### config.mk
export PLATFORM = sky130hd
export DESIGN_NAME = jp_pad_emu
export DESIGN_NICKNAME = d
export VERILOG_FILES = /design/src/rtl/jp_pad_emu_pkg.sv /design/src/rtl/jp_debounce.sv /design/src/rtl/jp_pad_emu.sv
export SDC_FILE = /design/constraint.sdc
export NUM_CORES = 1
export LEC_CHECK = 0
export ABC_AREA = 1
export ABC_CLOCK_PERIOD_IN_PS = 6500
export BUFFER_PORTS_ARGS = -buffer_cell sky130_fd_sc_hd__buf_2
export CORE_ASPECT_RATIO = 0.5
export CORE_MARGIN = 4
export CORE_UTILIZATION = 57
export CTS_CLUSTER_SIZE = 30
export DETAILED_ROUTE_END_ITERATION = 6
export GPL_ROUTABILITY_DRIVEN = 0
export HOLD_SLACK_MARGIN = 0.1
export PLACE_DENSITY = 0.76
export SYNTH_ARGS = -nofsm -noshare
export SYNTH_HDL_FRONTEND = slang
export SYNTH_SLANG_ARGS = --single-unit
### constraint.sdc
create_clock -name clk_in -period 6.5 [get_ports clk_in]
set_input_delay 0.65 -clock clk_in [delete_from_list [all_inputs] [get_ports clk_in]]
set_output_delay 0.65 -clock clk_in [all_outputs]
set_load 0.02 [all_outputs]
### src/rtl/jp_pad_emu_pkg.sv
// Shared button indices and vector type for the NES pad emulator.
package jp_pad_emu_pkg;

  localparam int JP_NUM_BTNS  = 8;
  localparam int JP_BTN_A      = 0;
  localparam int JP_BTN_B      = 1;
  localparam int JP_BTN_SELECT = 2;
  localparam int JP_BTN_START  = 3;
  localparam int JP_BTN_UP     = 4;
  localparam int JP_BTN_DOWN   = 5;
  localparam int JP_BTN_LEFT   = 6;
  localparam int JP_BTN_RIGHT  = 7;

  typedef logic [JP_NUM_BTNS-1:0] btn_vec_t;

endpackage

### src/rtl/jp_debounce.sv
// One button: 2-FF synchroniser followed by a stability counter that gates the accepted level.
module jp_debounce #(
  parameter int CYCLES = 1000000
) (
  input  logic clk_in,
  input  logic rst_in,
  input  logic raw_in,
  output logic deb_out
);

  localparam int CNT_W = (CYCLES > 1) ? $clog2(CYCLES) : 1;
  localparam logic [CNT_W-1:0] CNT_LAST = CNT_W'(CYCLES - 1);

  logic             sync_p0;
  logic             sync_p1;
  logic [CNT_W-1:0] cnt;

  // stage p0/p1: synchronise the raw pin
  always_ff @(posedge clk_in or posedge rst_in) begin
    if (rst_in) begin
      sync_p0 <= 1'b0;
      sync_p1 <= 1'b0;
    end else begin
      sync_p0 <= raw_in;
      sync_p1 <= sync_p0;
    end
  end

  // stage p2: accept the synced level only after it has differed for CYCLES samples
  always_ff @(posedge clk_in or posedge rst_in) begin
    if (rst_in) begin
      cnt     <= '0;
      deb_out <= 1'b0;
    end else if (sync_p1 == deb_out) begin
      cnt <= '0;
    end else if (cnt == CNT_LAST) begin
      cnt     <= '0;
      deb_out <= sync_p1;
    end else begin
      cnt <= cnt + 1'b1;
    end
  end

endmodule

### src/rtl/jp_pad_emu.sv
// NES controller responder: debounced buttons, A/B turbo, 4021-style latch/shift serial output.
module jp_pad_emu
  import jp_pad_emu_pkg::*;
#(
  parameter int DEBOUNCE_CYCLES   = 1000000,
  parameter int TURBO_HALF_CYCLES = 3333333
) (
  input  logic       clk_in,
  input  logic       rst_in,
  input  logic [7:0] btn_in,
  input  logic [1:0] turbo_en_in,
  input  logic       jp_latch_in,
  input  logic       jp_clk_in,
  output logic       jp_data_out,
  output logic [7:0] btn_state_out
);

  localparam int TURBO_W = (TURBO_HALF_CYCLES > 1) ? $clog2(TURBO_HALF_CYCLES) : 1;
  localparam logic [TURBO_W-1:0] TURBO_LAST = TURBO_W'(TURBO_HALF_CYCLES - 1);

  btn_vec_t           deb;
  btn_vec_t           eff;
  logic [TURBO_W-1:0] turbo_cnt;
  logic               turbo_phase;
  logic               latch_p0;
  logic               latch_p1;
  logic               clk_p0;
  logic               clk_p1;
  logic               clk_p2;
  logic               clk_rise;
  logic [7:0]         sr;

  for (genvar i = 0; i < JP_NUM_BTNS; i++) begin : g_deb
    jp_debounce #(
      .CYCLES (DEBOUNCE_CYCLES)
    ) u_deb (
      .clk_in  (clk_in),
      .rst_in  (rst_in),
      .raw_in  (btn_in[i]),
      .deb_out (deb[i])
    );
  end

  always_ff @(posedge clk_in or posedge rst_in) begin
    if (rst_in) begin
      turbo_cnt   <= '0;
      turbo_phase <= 1'b0;
    end else if (turbo_cnt == TURBO_LAST) begin
      turbo_cnt   <= '0;
      turbo_phase <= ~turbo_phase;
    end else begin
      turbo_cnt <= turbo_cnt + 1'b1;
    end
  end

  // Turbo masks A/B off during the low half of the phase; the other buttons pass through.
  always_comb begin
    eff               = deb;
    eff[JP_BTN_A]     = deb[JP_BTN_A] & (~turbo_en_in[0] | turbo_phase);
    eff[JP_BTN_B]     = deb[JP_BTN_B] & (~turbo_en_in[1] | turbo_phase);
  end

  always_ff @(posedge clk_in or posedge rst_in) begin
    if (rst_in) begin
      btn_state_out <= '0;
    end else begin
      btn_state_out <= eff;
    end
  end

  // stage p0/p1: synchronise console strobes; p2 holds the previous synced clk for edge detect
  always_ff @(posedge clk_in or posedge rst_in) begin
    if (rst_in) begin
      latch_p0 <= 1'b0;
      latch_p1 <= 1'b0;
      clk_p0   <= 1'b0;
      clk_p1   <= 1'b0;
      clk_p2   <= 1'b0;
    end else begin
      latch_p0 <= jp_latch_in;
      latch_p1 <= latch_p0;
      clk_p0   <= jp_clk_in;
      clk_p1   <= clk_p0;
      clk_p2   <= clk_p1;
    end
  end

  assign clk_rise = clk_p1 & ~clk_p2;

  // Latch high is a transparent parallel load and wins over a coincident clock edge.
  always_ff @(posedge clk_in or posedge rst_in) begin
    if (rst_in) begin
      sr <= 8'hFF;
    end else if (latch_p1) begin
      sr <= ~eff;
    end else if (clk_rise) begin
      sr <= {1'b1, sr[7:1]};
    end
  end

  assign jp_data_out = sr[0];

endmodule

# Word-level counts from Yosys, hierarchy flattened
# Cells that the tools add are included.
dict set report word_totals {
  register_bits 228
  output_inout_bits 9
}
dict set report op_classes {
  add_sub_neg 9
  n_eq_ne 17
  muxes 19
  bitwise 18
  n_reduce_logical 9
}
# op count
set ops {}
lappend ops {{20-bit two-way mux} 16}
lappend ops {{20-bit by 1-bit adder with 20-bit output, second input constant} 8}
lappend ops {{20-bit == test, second input constant} 8}
lappend ops {{22-bit by 1-bit adder with 22-bit output, second input constant} 1}
lappend ops {{22-bit == test, second input constant} 1}
lappend ops {{22-bit two-way mux} 1}
lappend ops {{8-bit two-way mux} 2}
lappend ops {{2-bit AND reduction} 8}
lappend ops {{1-bit inverter} 12}
lappend ops {{1-bit == test} 8}
lappend ops {{8-bit inverter} 1}
lappend ops {{1-bit AND} 3}
lappend ops {{1-bit bitwise OR} 2}
lappend ops {{2-bit nonzero test} 1}

# Logic depth before layout (Yosys ltp)
# Gate-level depths: netlist (run 1).
dict set report logic_depth {
  depth_word 5
  ltp_mapped 9
  depth_no_buf 9
}

# Hierarchy
# A second synthesis (run 1) with hierarchy kept.
dict set report hier_totals {
  hier_cells 1557
  area_unflattened_um2 12907.4
}
# module instances cells_per_inst area_per_inst_um2 seq_area_each_um2
set by_module_without_submodules {}
lappend by_module_without_submodules {jp_debounce 8 162 1338.8 575.6}
lappend by_module_without_submodules {jp_pad_emu 1 261 2197.1 1111.1}

# Worst setup path before layout (run 1)
# OpenSTA, ideal clock, no wires.
dict set report synth_path {
  kind {flip-flop to flip-flop}
  start {register g_deb[3].u_deb.cnt[0]}
  end {register g_deb[3].u_deb.cnt[9]}
  setup_ps 120
  t_arrival_ps 1209
  t_required_ps 6380
  path_slack_ps 5171
  path_stages_with_launch 9
  n_path_buf 0
  period_less_slack_ps 1329
  path_cell_list {dfrtp_1 -> ha_1 -> nand2_1 -> nor2_2 -> nand2_2 -> nor2_4 -> a21oi_4 -> inv_2 -> nor2_1}
}
dict set report synth_between {
  elab_chain_len 3
}
# item line_no
set synth_rtl {}
lappend synth_rtl {{from (decl)} jp_debounce.sv:16} ;# logic [CNT_W-1:0] cnt;
lappend synth_rtl {{from (signal assigned)} jp_debounce.sv:40} ;# cnt <= cnt + 1'b1;
lappend synth_rtl {{20-bit by 1-bit adder with 20-bit output / 20-bit == test (equally long branches)} {jp_debounce.sv:40, jp_debounce.sv:36}}
lappend synth_rtl {{20-bit two-way mux *} jp_debounce.sv:36} ;# end else if (cnt == CNT_LAST) begin
lappend synth_rtl {{20-bit two-way mux *} jp_debounce.sv:34} ;# end else if (sync_p1 == deb_out) begin
# Mark *: on every way between the ends. The rest lies on a longest branch, timed or not.
# A chain may end at the register's enable or synchronous reset.

# Worst setup path in the final report (run 1)
dict set report layout_path {
  start {register sr[0]}
  end {output port jp_data_out}
}
# item line_no
set layout_lines {}
lappend layout_lines {{from (decl)} jp_pad_emu.sv:31} ;# logic [7:0] sr;
lappend layout_lines {{from (signal assigned)} jp_pad_emu.sv:95} ;# sr <= ~eff;
lappend layout_lines {{from (signal assigned)} jp_pad_emu.sv:97} ;# sr <= {1'b1, sr[7:1]};
lappend layout_lines {{to (decl)} jp_pad_emu.sv:14} ;# output logic jp_data_out,
# No word-level cell between the ends.

==> flow_summary.yaml, run 1 <==
cts:
  postCtsHoldBufs: 0
  insertion_delay_ns: 0.51
  cts_max_level: 1
  cts_made_buffers: 21
  cts_tree: "yes"
  cts_resized: 0
  cts_buffer_depth: 3
  postCtsSetupBuffers: 0
  cts_num_sinks: 228
  root_buffer: "clkbuf_16"
  clkTransAtPathRegs_ns: 0.07
synthesis:
  syn_area_sq_mm: 0.01190
  ys_seq_area_frac: 0.4803
  yosysWarnings: 0
  async_flop_share: 1.000
  synthCells: 1506
  synth_area_per_cell_sq_um: 7.902
  syn_nets: 1530
  synth.distinct_cells: 40
  synth_edf_count: 0
  ys_ff_latch: 228
  synthFlopType: "dfrtp_1"
layout:
  regArea_sq_mm: 0.005715
  multi_input_area_sq_mm: 0.005548
  nNetsFinal: 1571
  fillers: 1662
  layout_commonest_cell: "nor2_1"
  final_cell_mix: "382 x nor2_1, 272 x nand2_1, 220 x dfrtp_1"
  final_layout_size_suffix_gt1_frac: 0.1063
  diodes: 0
  area_growth_pct: 10.26
timing:
  rsz0062_at_grt: "no"
  final.setup.tns_ns: 0
  slew_viol_final: 0
  slew_headroom: 0.3127
  fmax_mhz: 534.6
  setup_violations: 0
  whs_ns: 0.2385
  period_needed_ns: 1.870
  clock_skew_ns: 0.009636
  worstMarginPinSlew_ns: 1.031
  post-route-period-util: 0.2878
  finalHoldViolations: 0
flow_run:
  drv_cap: 0
route:
  drtIter0Drc: 837
  wl_per_cell_microns: 13.01
  wirelength_mm: 23.87
  ant_nets: 0
  firstDrtPassIters: 5
  dr_total_vias: 9562
  drc: 0
  vias_per_cell: 5.211
critical_path:
  crit_buf_inv: 1
  cpLargestDelayFamily: "flip-flops"
  cp_slowest_cell: "dfstp_2"
  path_class: "reg -> out"
  cp_slowest_stage_delay_ns: 0.55
  cp.arrival_ns: 1.22
  cp-end-kind: "primary output"
  crit_fanout: 2
  cp-start-kind: "register"
  crit_path_cell_trace: "buf_2"
  required_ns: 5.85
grt:
  grt_pass1_wl_mm: 41.63
  grt_pass1_vias: 9202
  overflow: 0
  antenna_found_initial: 0
  grt_start_max_net_pins: 182
  grtUsageTotal: 0.2125
place:
  hpwl_mm: 16.69
  io_buffers: 22
power_and_ir_drop:
  p_leak_uw: 0.005804
  ir_worst_vdd_mv: 0.1244
  p_per_area_mw_per_mm2: 223.6
floorplanning:
  ioPinCount: 23
  start_util: 0.5803
  rows: 37
  die_h_microns: 110.2
  die_w_microns: 212.3
  fp.coreArea_sq_mm: 0.02051
  dieArea_sq_mm: 0.02339
run_status:
  outcome: "finished, final reports clean"
min_path:
  hp-class: "in -> reg"
==> worst paths after layout <==
path	start	end	slack [ns]	cells after the start
worst min-delay path	btn_in[6]	g_deb[6].u_deb.sync_p0	0.24	1
worst max-delay path	sr[0]	jp_data_out	4.63	1
worst min register to register	g_deb[1].u_deb.sync_p0	g_deb[1].u_deb.sync_p1	0.35	0
min in group asynchronous	rst_in	g_deb[2].u_deb.cnt[10]	0.31	3
worst max register to register	turbo_cnt[0]	turbo_phase	4.92	6
max in group asynchronous	rst_in	g_deb[7].u_deb.cnt[8]	4.77	4
==> metrics by stage <==
step / power [uW] / util / instance area, sq um / setup WS (ns) / cells
6_report: 2934 / 0.6398 / 13120 / 4.630 / 1835
5_1_grt: 3057 / 0.6398 / 13120 / 4.533 / 1835
4_1_cts: 2975 / 0.6398 / 13120 / 4.597 / 1835
3_5_place_dp: 1586 / 0.6024 / 12350 / 4.206 / 1797
3_3_place_gp: 1581 / 0.6024 / 12350 / 4.262 / 1797
2_1_floorplan: 1556 / - / 11900 / 2.877 / 1506
==> worst reg2reg max path: stages (launching register included) <==
cell	delay, ns
dfrtp_1	0.40
inv_1	0.12
ha_1	0.17
nand3_1	0.08
nor2_1	0.21
nand3_2	0.25
xor2_1	0.22
==> logic make-up (layout without fill, tap and decap cells) <==
family | count (synthesis) | after routing | synth area share
buf+inv | 168 | 224 | 0.05352
xor+xnor | 97 | 97 | 0.07391
simple gates | 939 | 939 | 0.3524
flops | 228 | 228 | 0.4803
fa+ha+maj | 10 | 10 | 0.01051
compound gates | 64 | 64 | 0.02933
==> flip-flops by register name (all words and copies together), names as in the netlist <==
register             count
g_deb.u_deb.cnt        160
turbo_cnt               22
btn_state_out            8
g_deb.u_deb.deb_out      8
g_deb.u_deb.sync_p0      8
g_deb.u_deb.sync_p1      8
sr                       8
clk_p0                   1
clk_p1                   1
clk_p2                   1
latch_p0                 1
latch_p1                 1
turbo_phase              1
==> power by group <==
group	internal [uW]	switching, uW	total (uW)
clock network	822	556	1380
logic	26.1	67.4	93.5
registers	1450	17.6	1460
==> per-layer routing <==
metal | track usage | part of all wire
met1 | 0.2852 | 0.47
met2 | 0.3722 | 0.47
met3 | 0.03619 | 0.040
met4 | 0.04134 | 0.015
met5 | 0 | 0
==> final cells by class <==
type                            instances  share of cell area
Clock buffer                           24             0.04243
Multi-Input combinational cell       1110              0.4228
Timing Repair Buffer                   24             0.01049
Sequential cell                       228              0.4356
Clock inverter                         14             0.01602
Tap cell                              273             0.02603
Inverter                              162             0.04663
==> synthesized netlist by cell type, drive strengths merged (2+ instances only) <==
master / n / area [sq um]
nand4: 19 / 118.9
dfstp: 8 / 210.2
nand3: 160 / 865.8
nor3b: 5 / 52.55
a21oi: 30 / 161.4
and2: 5 / 31.28
nand3b: 5 / 37.54
inv: 161 / 604.3
or2: 5 / 31.28
a22oi: 2 / 15.01
dfrtp: 220 / 5505
xnor2: 28 / 252.8
ha: 10 / 125.1
xor2: 69 / 626.8
buf: 5 / 25.02
nor2: 420 / 1745
nand2: 295 / 1170
a31oi: 4 / 25.02
o21ai: 25 / 125.1
nor3: 25 / 141.4
o21bai: 2 / 15.01
(Power assumes the default switching activity.)
==> inputs of run 2 (changes only) <==
--- a/config.mk
+++ b/config.mk
@@ -6,16 +6,16 @@
 export NUM_CORES = 1
 export LEC_CHECK = 0
 export ABC_AREA = 1
-export ABC_CLOCK_PERIOD_IN_PS = 6500
+export ABC_CLOCK_PERIOD_IN_PS = 1820
 export BUFFER_PORTS_ARGS = -buffer_cell sky130_fd_sc_hd__buf_2
 export CORE_ASPECT_RATIO = 0.5
 export CORE_MARGIN = 4
-export CORE_UTILIZATION = 57
+export CORE_UTILIZATION = 63
 export CTS_CLUSTER_SIZE = 30
 export DETAILED_ROUTE_END_ITERATION = 6
 export GPL_ROUTABILITY_DRIVEN = 0
 export HOLD_SLACK_MARGIN = 0.1
-export PLACE_DENSITY = 0.76
+export PLACE_DENSITY = 0.8
 export SYNTH_ARGS = -nofsm -noshare
 export SYNTH_HDL_FRONTEND = slang
 export SYNTH_SLANG_ARGS = --single-unit
==> constraint.sdc (replaced) <==
create_clock -name clk_in -period 1.82 [get_ports clk_in]
set_input_delay 0.182 -clock clk_in [delete_from_list [all_inputs] [get_ports clk_in]]
set_output_delay 0.182 -clock clk_in [all_outputs]
set_load 0.02 [all_outputs]
==> run 2 against run 1 <==
  * Clock skew about the same
  * Design area is 1.4% higher
  * Die area fell by 9.0%
  * First-iteration DRC count decreased by 16%
  * Power rose to 3.6 times the previous value
  * Worst setup slack got worse by 4.3 ns
  * Utilization up 8.0 points
  * Sequential share of layout area fell by 0.60 points
  * Combinational power rose to 3.9 times the previous value
  * Clock power increased to 3.6 times the previous value
==> flow_summary.yaml, run 2 (same netlist as run 1, synthesis figures left out) <==
cts:
  root_buffer: "clkbuf_16"
  cts_num_sinks: 228
  cts_buffer_depth: 3
  cts_resized: 0
  cts_tree: "yes"
  insertion_delay_ns: 0.51
  postCtsSetupBuffers: 0
  postCtsHoldBufs: 13
  cts_made_buffers: 21
  clkTransAtPathRegs_ns: 0.07
  cts_max_level: 1
route:
  wirelength_mm: 23.72
  vias_per_cell: 5.263
  firstDrtPassIters: 6
  dr_total_vias: 9679
  drc: 0
  ant_nets: 0
  wl_per_cell_microns: 12.90
  drtIter0Drc: 703
timing:
  clock_skew_ns: 0.009825
  finalHoldViolations: 0
  layout_setup_ws_ns: 0.3132
  slew_viol_final: 0
  fmax_mhz: 663.7
  slew_headroom: 0.6233
  post-route-period-util: 0.8279
  period_needed_ns: 1.507
  rsz0062_at_grt: "no"
  setup_violations: 0
  whs_ns: 0.3149
  worstMarginPinSlew_ns: 0.5651
  final.setup.tns_ns: 0
critical_path:
  cpLargestDelayFamily: "simple AND/OR/NAND/NOR gates"
  reg2reg_from: "g_deb[1].u_deb.cnt[0]"
  cp.arrival_ns: 1.89
  required_ns: 2.20
  crit_buf_inv: 2
  cp_slowest_cell: "dfrtp_1"
  startpoint: "g_deb[1].u_deb.cnt[0]"
  cp_slowest_stage_delay_ns: 0.37
  cp-start-kind: "register"
  crit_path_cell_trace: "ha_1 > nand3_1 > inv_2 > nand2_1 > inv_2 > nand2_1 > nor3_1 > nor2_1"
  cp-end-kind: "register"
  path_class: "reg -> reg"
  crit_fanout: 4
power_and_ir_drop:
  pwr-share-clk: 0.468
  p_per_area_mw_per_mm2: 790.0
  ir_worst_vdd_mv: 0.5413
  pwr-share-seq: 0.497
  p_sw_uw: 2193
  switching_share: 0.2087
  p_leak_uw: 0.005892
  p_comb_frac: 0.035
  p_int_uw: 8317
layout:
  layout_commonest_cell: "nor2_1"
  nNetsFinal: 1590
  largest_reg_flops: 160
  top_register: "g_deb.u_deb.cnt"
  area_growth_pct: 11.80
  multi_input_area_sq_mm: 0.005548
  regArea_sq_mm: 0.005715
  top_regs: "g_deb.u_deb.cnt (160), turbo_cnt (22)"
  final_layout_size_suffix_gt1_frac: 0.1082
  final_cell_mix: "382 x nor2_1, 272 x nand2_1, 220 x dfrtp_1"
  diodes: 0
  fillers: 1385
floorplanning:
  rows: 35
  die_w_microns: 202.4
  dieArea_sq_mm: 0.02129
  die_h_microns: 105.2
  start_util: 0.6439
  ioPinCount: 23
  fp.coreArea_sq_mm: 0.01848
min_path:
  hp-class: "in -> reg"
  min_from: "btn_in[5]"
place:
  io_buffers: 22
  dp_slack_ns: 0.3312
  hpwl_mm: 16.77
grt:
  grtUsageTotal: 0.2316
  overflow: 0
  antenna_found_initial: 0
  grt_start_max_net_pins: 111
  grt_pass1_vias: 9478
  grt_pass1_wl_mm: 42.09
run_status:
  outcome: "finished, final reports clean"
flow_run:
  drv_cap: 0
## run 2: routing by layer
metal	share of wire	track usage
met5	0	0
met4	0.028	0.07115
met3	0.042	0.04000
met2	0.48	0.4024
met1	0.45	0.3001
## run 2: through the flow
| stage | instances | total power [uW] | utilization | instance area, sq um |
|---|---|---|---|---|
| floorplan | 1506 | 5559 | - | 11900 |
| global placement | 1789 | 5656 | 0.6707 | 12390 |
| detailed placement | 1789 | 5671 | 0.6707 | 12390 |
| CTS | 1839 | 10660 | 0.7199 | 13300 |
| global route | 1839 | 10940 | 0.7199 | 13300 |
| finish | 1839 | 10510 | 0.7199 | 13300 |
## run 2: power groups by stage
stage	combinational, uW	sequential (uW)	clock (uW)
after floorplan	253	5310	0
after global routing	429	5230	5290
final	368	5220	4920
after CTS	381	5220	5060
after global placement	345	5310	0
after detailed placement	356	5310	0
## run 2: final timing paths
path	to	slack, ns	cells past startpoint
worst min register to register	g_deb[6].u_deb.sync_p1	0.35	0
min in group asynchronous	btn_state_out[4]	0.38	4
worst max register to register	g_deb[1].u_deb.cnt[14]	0.31	8
max in group asynchronous	g_deb[1].u_deb.cnt[15]	0.94	4
worst max-delay path	g_deb[1].u_deb.cnt[14]	0.31	8
worst min-delay path	g_deb[5].u_deb.sync_p0	0.31	2
## run 2: layout make-up
type                       count  area share
clock buffer                  27     0.04495
clock inverter                10     0.01364
inverter                     162     0.04599
multi-input combinational   1110      0.4170
sequential                   228      0.4296
tap                          259     0.02436
timing repair buffer          43     0.02445
==> inputs of run 3 (changes only) <==
--- a/config.mk
+++ b/config.mk
@@ -6,7 +6,7 @@
 export NUM_CORES = 1
 export LEC_CHECK = 0
 export ABC_AREA = 1
-export ABC_CLOCK_PERIOD_IN_PS = 1820
+export ABC_CLOCK_PERIOD_IN_PS = 1400
 export BUFFER_PORTS_ARGS = -buffer_cell sky130_fd_sc_hd__buf_2
 export CORE_ASPECT_RATIO = 0.5
 export CORE_MARGIN = 4
==> constraint.sdc (replaced) <==
create_clock -name clk_in -period 1.4 [get_ports clk_in]
set_input_delay 0.14 -clock clk_in [delete_from_list [all_inputs] [get_ports clk_in]]
set_output_delay 0.14 -clock clk_in [all_outputs]
set_load 0.02 [all_outputs]
==> run 3 against run 2 <==
  * The run now ends with setup timing left
  * Critical path type unchanged
  * Clock power up 13%
  * Largest cell class is now multi-input combinational cells
  * Power rose by 23%
  * Sequential share of layout area fell by 3.4 points
  * Clock-buffer cell count is the same
  * Non-clock buffer count increased by 74
  * Routed wire length up 17%
==> flow_summary.yaml, run 3 (same netlist as run 1, synthesis figures left out) <==
floorplanning:
  rows: 35
  die_h_microns: 105.2
  dieArea_sq_mm: 0.02129
  fp.coreArea_sq_mm: 0.01848
  ioPinCount: 23
  start_util: 0.6439
  die_w_microns: 202.4
place:
  place_area_sq_mm: 0.01270
  io_buffers: 22
  hpwl_mm: 17.88
  dp.cells: 1827
critical_path:
  cp_slowest_stage_delay_ns: 0.41
  required_ns: 1.81
  cp-start-kind: "register"
  crit_path_cell_trace: "ha_4 > buf_6 > nand3_4 > nor2_4 > inv_2 > nor2_2 > nand2_2 > nand3_1 > nor2_1"
  cpLargestDelayFamily: "simple AND/OR/NAND/NOR gates"
  path_class: "reg -> reg"
  crit_buf_inv: 2
  crit_fanout: 4
  cp-end-kind: "register"
  cp.arrival_ns: 1.87
  cp_slowest_cell: "dfrtp_1"
flow_run:
  drv_cap: 0
cts:
  cts_max_level: 1
  cts_buffer_depth: 3
  insertion_delay_ns: 0.52
  cts_tree: "yes"
  cts_made_buffers: 21
  cts_num_sinks: 228
  root_buffer: "clkbuf_16"
  clkTransAtPathRegs_ns: 0.07
grt:
  antenna_found_initial: 0
  grtUsageTotal: 0.2438
  grt_pass1_vias: 9775
  grt_pass1_wl_mm: 44.17
  grt_start_max_net_pins: 66
  overflow: 0
timing:
  whs_ns: 0.2605
  finalHoldViolations: 0
  post-route-period-util: 1.042
  clock_skew_ns: 0.01457
  setup_violations: 13
  fmax_mhz: 685.5
  slew_viol_final: 0
  slew_headroom: 0.7046
  layout_setup_ws_ns: -0.05879
  final.setup.tns_ns: -0.3641
  worstMarginPinSlew_ns: 0.4426
  rsz0062_at_grt: "yes"
  period_needed_ns: 1.459
layout:
  diodes: 0
  top_regs: "g_deb.u_deb.cnt (160), turbo_cnt (22)"
  final_cell_mix: "334 x nor2_1, 255 x nand2_1, 207 x dfrtp_1"
  nNetsFinal: 1666
  area_growth_pct: 21.61
  largest_reg_flops: 160
  layout_commonest_cell: "nor2_1"
  stdcell_count: 1915
  final_layout_size_suffix_gt1_frac: 0.2210
  top_register: "g_deb.u_deb.cnt"
  fin_area_sq_mm: 0.01447
route:
  ant_nets: 0
  wl_per_cell_microns: 14.49
  wirelength_mm: 27.75
  dr_total_vias: 10349
  vias_per_cell: 5.404
  drtIter0Drc: 889
  firstDrtPassIters: 5
  drc: 0
power_and_ir_drop:
  pwr-share-seq: 0.525
  p_leak_uw: 0.006290
  p_int_uw: 9949
  p_comb_frac: 0.048
  pwr-share-clk: 0.427
  p_sw_uw: 3029
  p_per_area_mw_per_mm2: 896.8
  ir_worst_vdd_mv: 1.077
  switching_share: 0.2334
run_status:
  outcome: "finished with violations"
  violations: "setup timing"
min_path:
  hp-class: "in -> async"
[run 3: cell type report]
cell class                 count  area, sq um
tap                          259        324.1
clock inverter                10        61.31
sequential                   228         5732
timing repair buffer         117        919.6
fill                        1160         4009
inverter                     162        614.3
clock buffer                  27        588.1
multi-input combinational   1112         6232
[run 3: worst paths after layout]
check | start | end | slack, ns | cells past startpoint
max | g_deb[7].u_deb.cnt[0] | g_deb[7].u_deb.cnt[14] | -0.06 | 9
min | rst_in | g_deb[7].u_deb.cnt[17] | 0.26 | 4
max reg2reg | g_deb[7].u_deb.cnt[0] | g_deb[7].u_deb.cnt[14] | -0.06 | 9
min reg2reg | g_deb[5].u_deb.sync_p0 | g_deb[5].u_deb.sync_p1 | 0.35 | 0
max in group asynchronous | rst_in | sr[6] | 0.56 | 5
min in group clk_in | btn_in[5] | g_deb[5].u_deb.sync_p0 | 0.26 | 2
[run 3: routing by layer]
layer	global-route usage	up-vias	wire length [microns]
li1	-	5017	-
met5	0	-	0
met3	0.04310	87	1499
met2	0.4264	358	13660
met1	0.3200	4887	11780
met4	0.05808	0	806
[run 3: through the flow]
| stage | total power [uW] | setup slack (ns) | utilization |
|---|---|---|---|
| floorplan | 7226 | -1.713 | - |
| global placement | 7392 | -0.01815 | 0.6875 |
| detailed placement | 7427 | -0.1143 | 0.6875 |
| CTS | 12960 | -0.01282 | 0.7382 |
| global route | 13510 | -0.1696 | 0.7831 |
| finish | 12980 | -0.05879 | 0.7831 |
[run 3: worst register-to-register path: cells and delay by family (launching register included)]
family | cells | cell delay (ns)
buffers and inverters | 2 | 0.16
adders and majority gates | 1 | 0.18
DFF | 1 | 0.41
and+or+nand+nor | 6 | 0.61
[run 3: power groups by stage]
stage | clock [uW] | combinational [uW] | sequential, uW
after floorplan | 0 | 328 | 6900
after global placement | 0 | 488 | 6900
after detailed placement | 0 | 514 | 6910
after CTS | 5610 | 556 | 6790
after global routing | 5970 | 709 | 6820
final | 5540 | 626 | 6820
[run 3: repair_timing]
item,CTS,global route
resized for setup,34,149
hold endpoints to repair,239,0
setup endpoints to repair,86,127
buffers inserted,2,34
pin swaps,4,43
gates cloned,1,1
hold buffers,13,0
